==> config.mk <==
export PLATFORM = sky130hd
export DESIGN_NAME = serial_adder
export DESIGN_NICKNAME = d
export VERILOG_FILES = /design/src/rtl/serial_adder_pkg.sv /design/src/rtl/serial_adder_full_adder.sv /design/src/rtl/serial_adder.sv
export SDC_FILE = /design/constraint.sdc
export NUM_CORES = 1
export LEC_CHECK = 0
export ABC_AREA = 0
export ABC_CLOCK_PERIOD_IN_PS = 1800
export CORE_ASPECT_RATIO = 0.8
export CORE_MARGIN = 2
export CORE_UTILIZATION = 56
export DETAILED_ROUTE_END_ITERATION = 6
export DONT_BUFFER_PORTS = 1
export PLACE_DENSITY_LB_ADDON = 0.3
export REMOVE_ABC_BUFFERS = 1
export SLEW_MARGIN = 20
export SYNTH_ARGS = -nofsm -noshare
export SYNTH_HDL_FRONTEND = slang
export SYNTH_SLANG_ARGS = --single-unit
==> constraint.sdc <==
create_clock -name clk_i -period 1.8 [get_ports clk_i]
set_clock_uncertainty 0.2 [all_clocks]
set_input_delay 0.45 -clock clk_i [delete_from_list [all_inputs] [get_ports clk_i]]
set_output_delay 0.45 -clock clk_i [all_outputs]
set_load 0.05 [all_outputs]
==> src/rtl/serial_adder_pkg.sv <==
// serial_adder_pkg -- shared definitions for the bit-serial adder.
// Holds the FSM state encoding and the bit-counter width helper.
package serial_adder_pkg;

    // FSM state encoding (plain constants so older tools can consume them)
    localparam logic [1:0] ST_IDLE = 2'b00;
    localparam logic [1:0] ST_RUN  = 2'b01;
    localparam logic [1:0] ST_DONE = 2'b10;

    // Width of a counter that must reach width-1: ceil(log2(width)), at least 1.
    function automatic int cnt_width(input int width);
        return (width < 2) ? 1 : $clog2(width);
    endfunction

endpackage

==> src/rtl/serial_adder_full_adder.sv <==
// full_adder -- one-bit combinational full-adder cell used by the
// bit-serial adder's datapath.
module full_adder (
    input  logic In_A,
    input  logic In_B,
    input  logic Carry_in,
    output logic Sum,
    output logic Carry_out
);

    assign Sum       = In_A ^ In_B ^ Carry_in;
    assign Carry_out = (In_A & In_B) | (Carry_in & (In_A ^ In_B));

endmodule

==> src/rtl/serial_adder.sv <==
// serial_adder -- bit-serial WIDTH-bit adder, LSB first, one bit per clock.
// A start/done handshake frames each operation; sum_o/carry_out_o hold the
// last committed result until the next operation completes.
// Optional feature: define SERIAL_ADDER_OVF_EN to add overflow_o, the
// two's-complement signed overflow of the completed operation.
module serial_adder
    import serial_adder_pkg::*;
#(
    parameter int WIDTH = 8
) (
    input  logic             clk_i,
    input  logic             rst_i,
    input  logic             start_i,
    input  logic [WIDTH-1:0] a_i,
    input  logic [WIDTH-1:0] b_i,
    input  logic             carry_in_i,
    output logic             busy_o,
    output logic             done_o,
    output logic [WIDTH-1:0] sum_o,
    output logic             carry_out_o
`ifdef SERIAL_ADDER_OVF_EN
    ,
    output logic             overflow_o
`endif
);

    localparam int CW = cnt_width(WIDTH);

    logic [1:0]       r_state;
    logic [CW-1:0]    r_cnt;
    logic [WIDTH-1:0] r_a;
    logic [WIDTH-1:0] r_b;
    // Bits already produced; the current bit is appended on top, so only
    // WIDTH-1 bits ever need to be stored.
    logic [WIDTH-2:0] r_res;
    logic             r_carry;

    logic             w_sum;
    logic             w_cout;
    logic [WIDTH-1:0] w_res;
    logic             w_accept;
    logic             w_last;

    full_adder u_full_adder (
        .In_A      (r_a[0]),
        .In_B      (r_b[0]),
        .Carry_in  (r_carry),
        .Sum       (w_sum),
        .Carry_out (w_cout)
    );

    // Result word as it stands after the current bit step.
    assign w_res    = {w_sum, r_res};
    assign w_accept = start_i && ((r_state == ST_IDLE) || (r_state == ST_DONE));
    assign w_last   = (r_cnt == CW'(WIDTH - 1));

    assign busy_o = (r_state == ST_RUN);
    assign done_o = (r_state == ST_DONE);

    // FSM, bit counter, operand/result shift registers and running carry.
    always_ff @(posedge clk_i or negedge rst_i) begin
        // NOTE: non-blocking assignments make every register here see the
        // pre-edge values of the others, which is what a shift chain needs.
        if (!rst_i) begin
            r_state <= ST_IDLE;
            r_cnt   <= '0;
            r_a     <= '0;
            r_b     <= '0;
            r_res   <= '0;
            r_carry <= 1'b0;
        end else begin
            case (r_state)
                ST_RUN: begin
                    r_a     <= r_a >> 1;
                    r_b     <= r_b >> 1;
                    r_res   <= w_res[WIDTH-1:1];
                    r_carry <= w_cout;
                    r_cnt   <= r_cnt + CW'(1);
                    if (w_last) begin
                        r_state <= ST_DONE;
                    end
                end
                // IDLE and DONE both accept; the unused encoding recovers to IDLE.
                default: begin
                    if (w_accept) begin
                        r_a     <= a_i;
                        r_b     <= b_i;
                        r_res   <= '0;
                        r_carry <= carry_in_i;
                        r_cnt   <= '0;
                        r_state <= ST_RUN;
                    end else begin
                        r_state <= ST_IDLE;
                    end
                end
            endcase
        end
    end

    // Result registers: written only on the edge that processes the last bit.
    always_ff @(posedge clk_i or negedge rst_i) begin
        if (!rst_i) begin
            sum_o       <= '0;
            carry_out_o <= 1'b0;
`ifdef SERIAL_ADDER_OVF_EN
            overflow_o  <= 1'b0;
`endif
        end else if ((r_state == ST_RUN) && w_last) begin
            sum_o       <= w_res;
            carry_out_o <= w_cout;
`ifdef SERIAL_ADDER_OVF_EN
            // r_carry is the carry into the MSB during the final step.
            overflow_o  <= r_carry ^ w_cout;
`endif
        end
    end

endmodule

==> summary.txt <==
Run status
  – Result of the run: completed

Setup path
  – Kind of cell with the highest combined delay on the critical path: flip-flops
  – Slowest Stage Delay on Critical Path: around 460 ps
  – List of cells traversed by the critical path: nor2b_1, buf_4
  – Data arrival at the endpoint of the critical path: 1120 ps
  – Path type of the worst setup path: register to output pin
  – Sort of element at the end of the critical path: output pin
  – Data required time at the worst endpoint: 1150 ps
  – Setup crit start kind: register
  – Highest-delay cell along the critical path: sky130_fd_sc_hd__dfrtp_2
  – Critical path buffer and inverter count: 1
  – CP Max Fanout: 6

Hold path
  – Worst min-delay path class: input port to register

Pwr
  – VDD IR-drop max: 0.000807 V
  – Cell Pwr Density: 1950 nW/um^2
  – Static Leakage: slightly below 0.9 nW

Finish
  – Non-filler cells in the finished layout: about 190
  – Number of antenna repair diodes: 0
  – Fill cell total of the finished layout: about 240
  – Highest-count cells in the layout ignoring fill and taps: sky130_fd_sc_hd__dfrtp_1, sky130_fd_sc_hd__a21oi_1, sky130_fd_sc_hd__mux2i_1
  – Nets: around 170
  – Area growth from synthesis to layout: 9.33%
  – Share of layout cells above drive strength 1: 0.199
  – Register Area: between 900 and 1000 sq um
  – Cell area after layout: between 1500 and 2000 sq um
  – Area taken by multi-input logic gates: 781 sq um
  – Leading cell type in the layout, fill and taps excluded: sky130_fd_sc_hd__dfrtp_1

Placed design
  – Post-placement cell count: between 150 and 200
  – DP Wirelength: between 2000 and 2500 um
  – Instance area after placement: 1860 sq um
  – Routability congestion estimate from global placement: ~0.75
  – I/O Buffers: 0

Global routing
  – Pin count of the biggest net entering global routing: 39
  – Vias in the first global route: approximately 1200
  – Antenna violations before repair: 0
  – Overall overflow remaining after global route: 0
  – Global-route usage over all layers: 0.198
  – First-pass GRT wire length: between 5000 and 6000 um

Clock tree
  – CTS Buffer Depth: 2
  – TritonCTS clock tree: done
  – Clock latency on the worst-skew pair: approximately 290 ps
  – Sink count of the clock tree: 38
  – Worst-path clk slew: 70 ps
  – CTS H-tree depth: 2
  – Clock buffers created by TritonCTS: 5
  – Clock root buffer: sky130_fd_sc_hd__clkbuf_8
  – Post-CTS Repair Setup Buffers: 0

Die
  – Core area: slightly above 3000 sq um
  – Floorplan die area: about 3700 sq um
  – Initial standard-cell utilization of the core: 0.587
  – Horiz. Die Dim: between 60 and 70 um
  – Top Ports: 31
  – Num rows: 18
  – Die Height: roughly 55 um

Yosys
  – Asr flop ratio synth: 1.00
  – Synthesis-stage register bit count: 38
  – Count of cell types in the netlist: 25
  – Average footprint of a synthesized cell: 12.7 sq um
  – Most used DFF post-synth: sky130_fd_sc_hd__dfrtp_1
  – EDFF count, synth: 0
  – Sequential share of the synthesized area: 0.521
  – Number of warnings printed during yosys synthesis: 0
  – Post-synthesis cell count: roughly 140
  – Post-synthesis instance area: about 1800 sq um

Routing
  – Vias: approximately 1100
  – Post-detailed-route count of antenna-violating nets: 0
  – Wirelength, routed: approximately 3300 um
  – Routed wirelength normalized by instance count: 17.4 um
  – Detailed Routing Iterations Pass 1: 4
  – Per-cell via count in the routed design: 5.91
  – DRT iter0 DRCs: 32
  – Detailed-route DRC error count: 0

Timing
  – Min Tclk post-route: roughly 1800 ps
  – Pin slew with the least headroom to its limit: a little over 500 ps
  – Max-slew violations: 0
  – Worst slew slack as a fraction of its limit: 0.661
  – Fin crit share: 0.982
  – Unrepaired setup endpoints after global routing: no
  – Post-Route Setup TNS: 0 ps
  – Highest attainable clock frequency: approximately 570 MHz
  – Setup violation total in the final timing report: 0
  – Number of hold violations in the final report: 0

Flow run
  – Count of maximum capacitance violations: 0
-- worst paths after layout --
kind	startpoint	endpoint	slack (ps)	cells past startpoint
worst min register to register	r_b[3]	r_b[3]	320	2
min in group asynchronous	rst_i	r_res[4]	410	2
worst max register to register	r_cnt[0]	sum_o[0]	160	4
worst max-delay path	r_state[0]	done_o	30	2
max in group asynchronous	rst_i	r_state[0]	790	2
worst min-delay path	start_i	r_state[0]	140	2
-- kinds of logic (layout without fill, tap and decap cells) --
logic type / after synthesis / after routing / synth area share
buf+inv: 15 / 22 / 0.0508
simple gates: 19 / 19 / 0.0782
xor+xnor: 1 / 1 / 0.00480
compound gates: 43 / 43 / 0.156
fa+ha+maj: 3 / 3 / 0.0247
mux: 25 / 25 / 0.164
flops: 38 / 38 / 0.521
-- state kept, by name, summed over array words and instances (netlist names) --
name	flops
r_b	8
r_a	8
carry_out_o	1
r_cnt	3
r_res	7
sum_o	8
r_state	2
r_carry	1
-- synthesized netlist by cell type, drive strengths merged (3+ instances only) --
cell type / number / area (sq um)
a211oi: 11 / 82.6
a21oi: 15 / 75.1
a22o: 10 / 87.6
buf: 8 / 58.8
dfrtp: 38 / 951
inv: 6 / 30.0
mux2: 12 / 169
mux2i: 13 / 130
nor2b: 12 / 75.1
o21ai: 3 / 15.0
o22ai: 4 / 25.0
-- timing repair --
action | in CTS | in global routing
endpoints found under the setup margin | 0 | 1
resized for setup | 0 | 1
hold endpoints to repair | 38 | 0
hold buffers | 2 | 0
-- metal layers --
metal	global-route usage	routed length [um]	part of all wire
met5	0	0	0
met4	0.0800	32	0.0096
met3	0.0567	184	0.055
met2	0.345	1620	0.49
met1	0.236	1490	0.45
-- final cells by class --
| cell class | instances | share of cell area |
|---|---|---|
| clock buffers | 7 | 0.0383 |
| repair buffers | 8 | 0.0376 |
| inverters | 6 | 0.0151 |
| flip-flops and latches | 38 | 0.477 |
| multi-input cells | 91 | 0.391 |
| clock inverters | 1 | 0.0151 |
| well taps | 40 | 0.0251 |
-- power by group --
group	switching [mW]	internal, mW	total, mW
sequential	0.634	1.24	1.88
combinational	0.616	0.697	1.31
clock	0.287	0.415	0.702
-- worst reg2reg max path, delay by kind of cell (launching register included) --
kind,cells,cell delay [ps]
flops,1,410
fa+ha+maj,2,460
simple gates,1,140
mux,1,310
-- metrics by stage --
stage	power (mW)	hold slack [ps]	setup WS, ps	util
floorplan	2.85	-45.6	-403	-
global placement	3.09	-44.3	198	0.597
detailed placement	3.19	-44.7	162	0.597
CTS	3.92	126	12.9	0.641
global route	4.13	144	6.79	0.642
finish	3.89	137	33.2	0.642
Power figures use the tool's default switching activity.
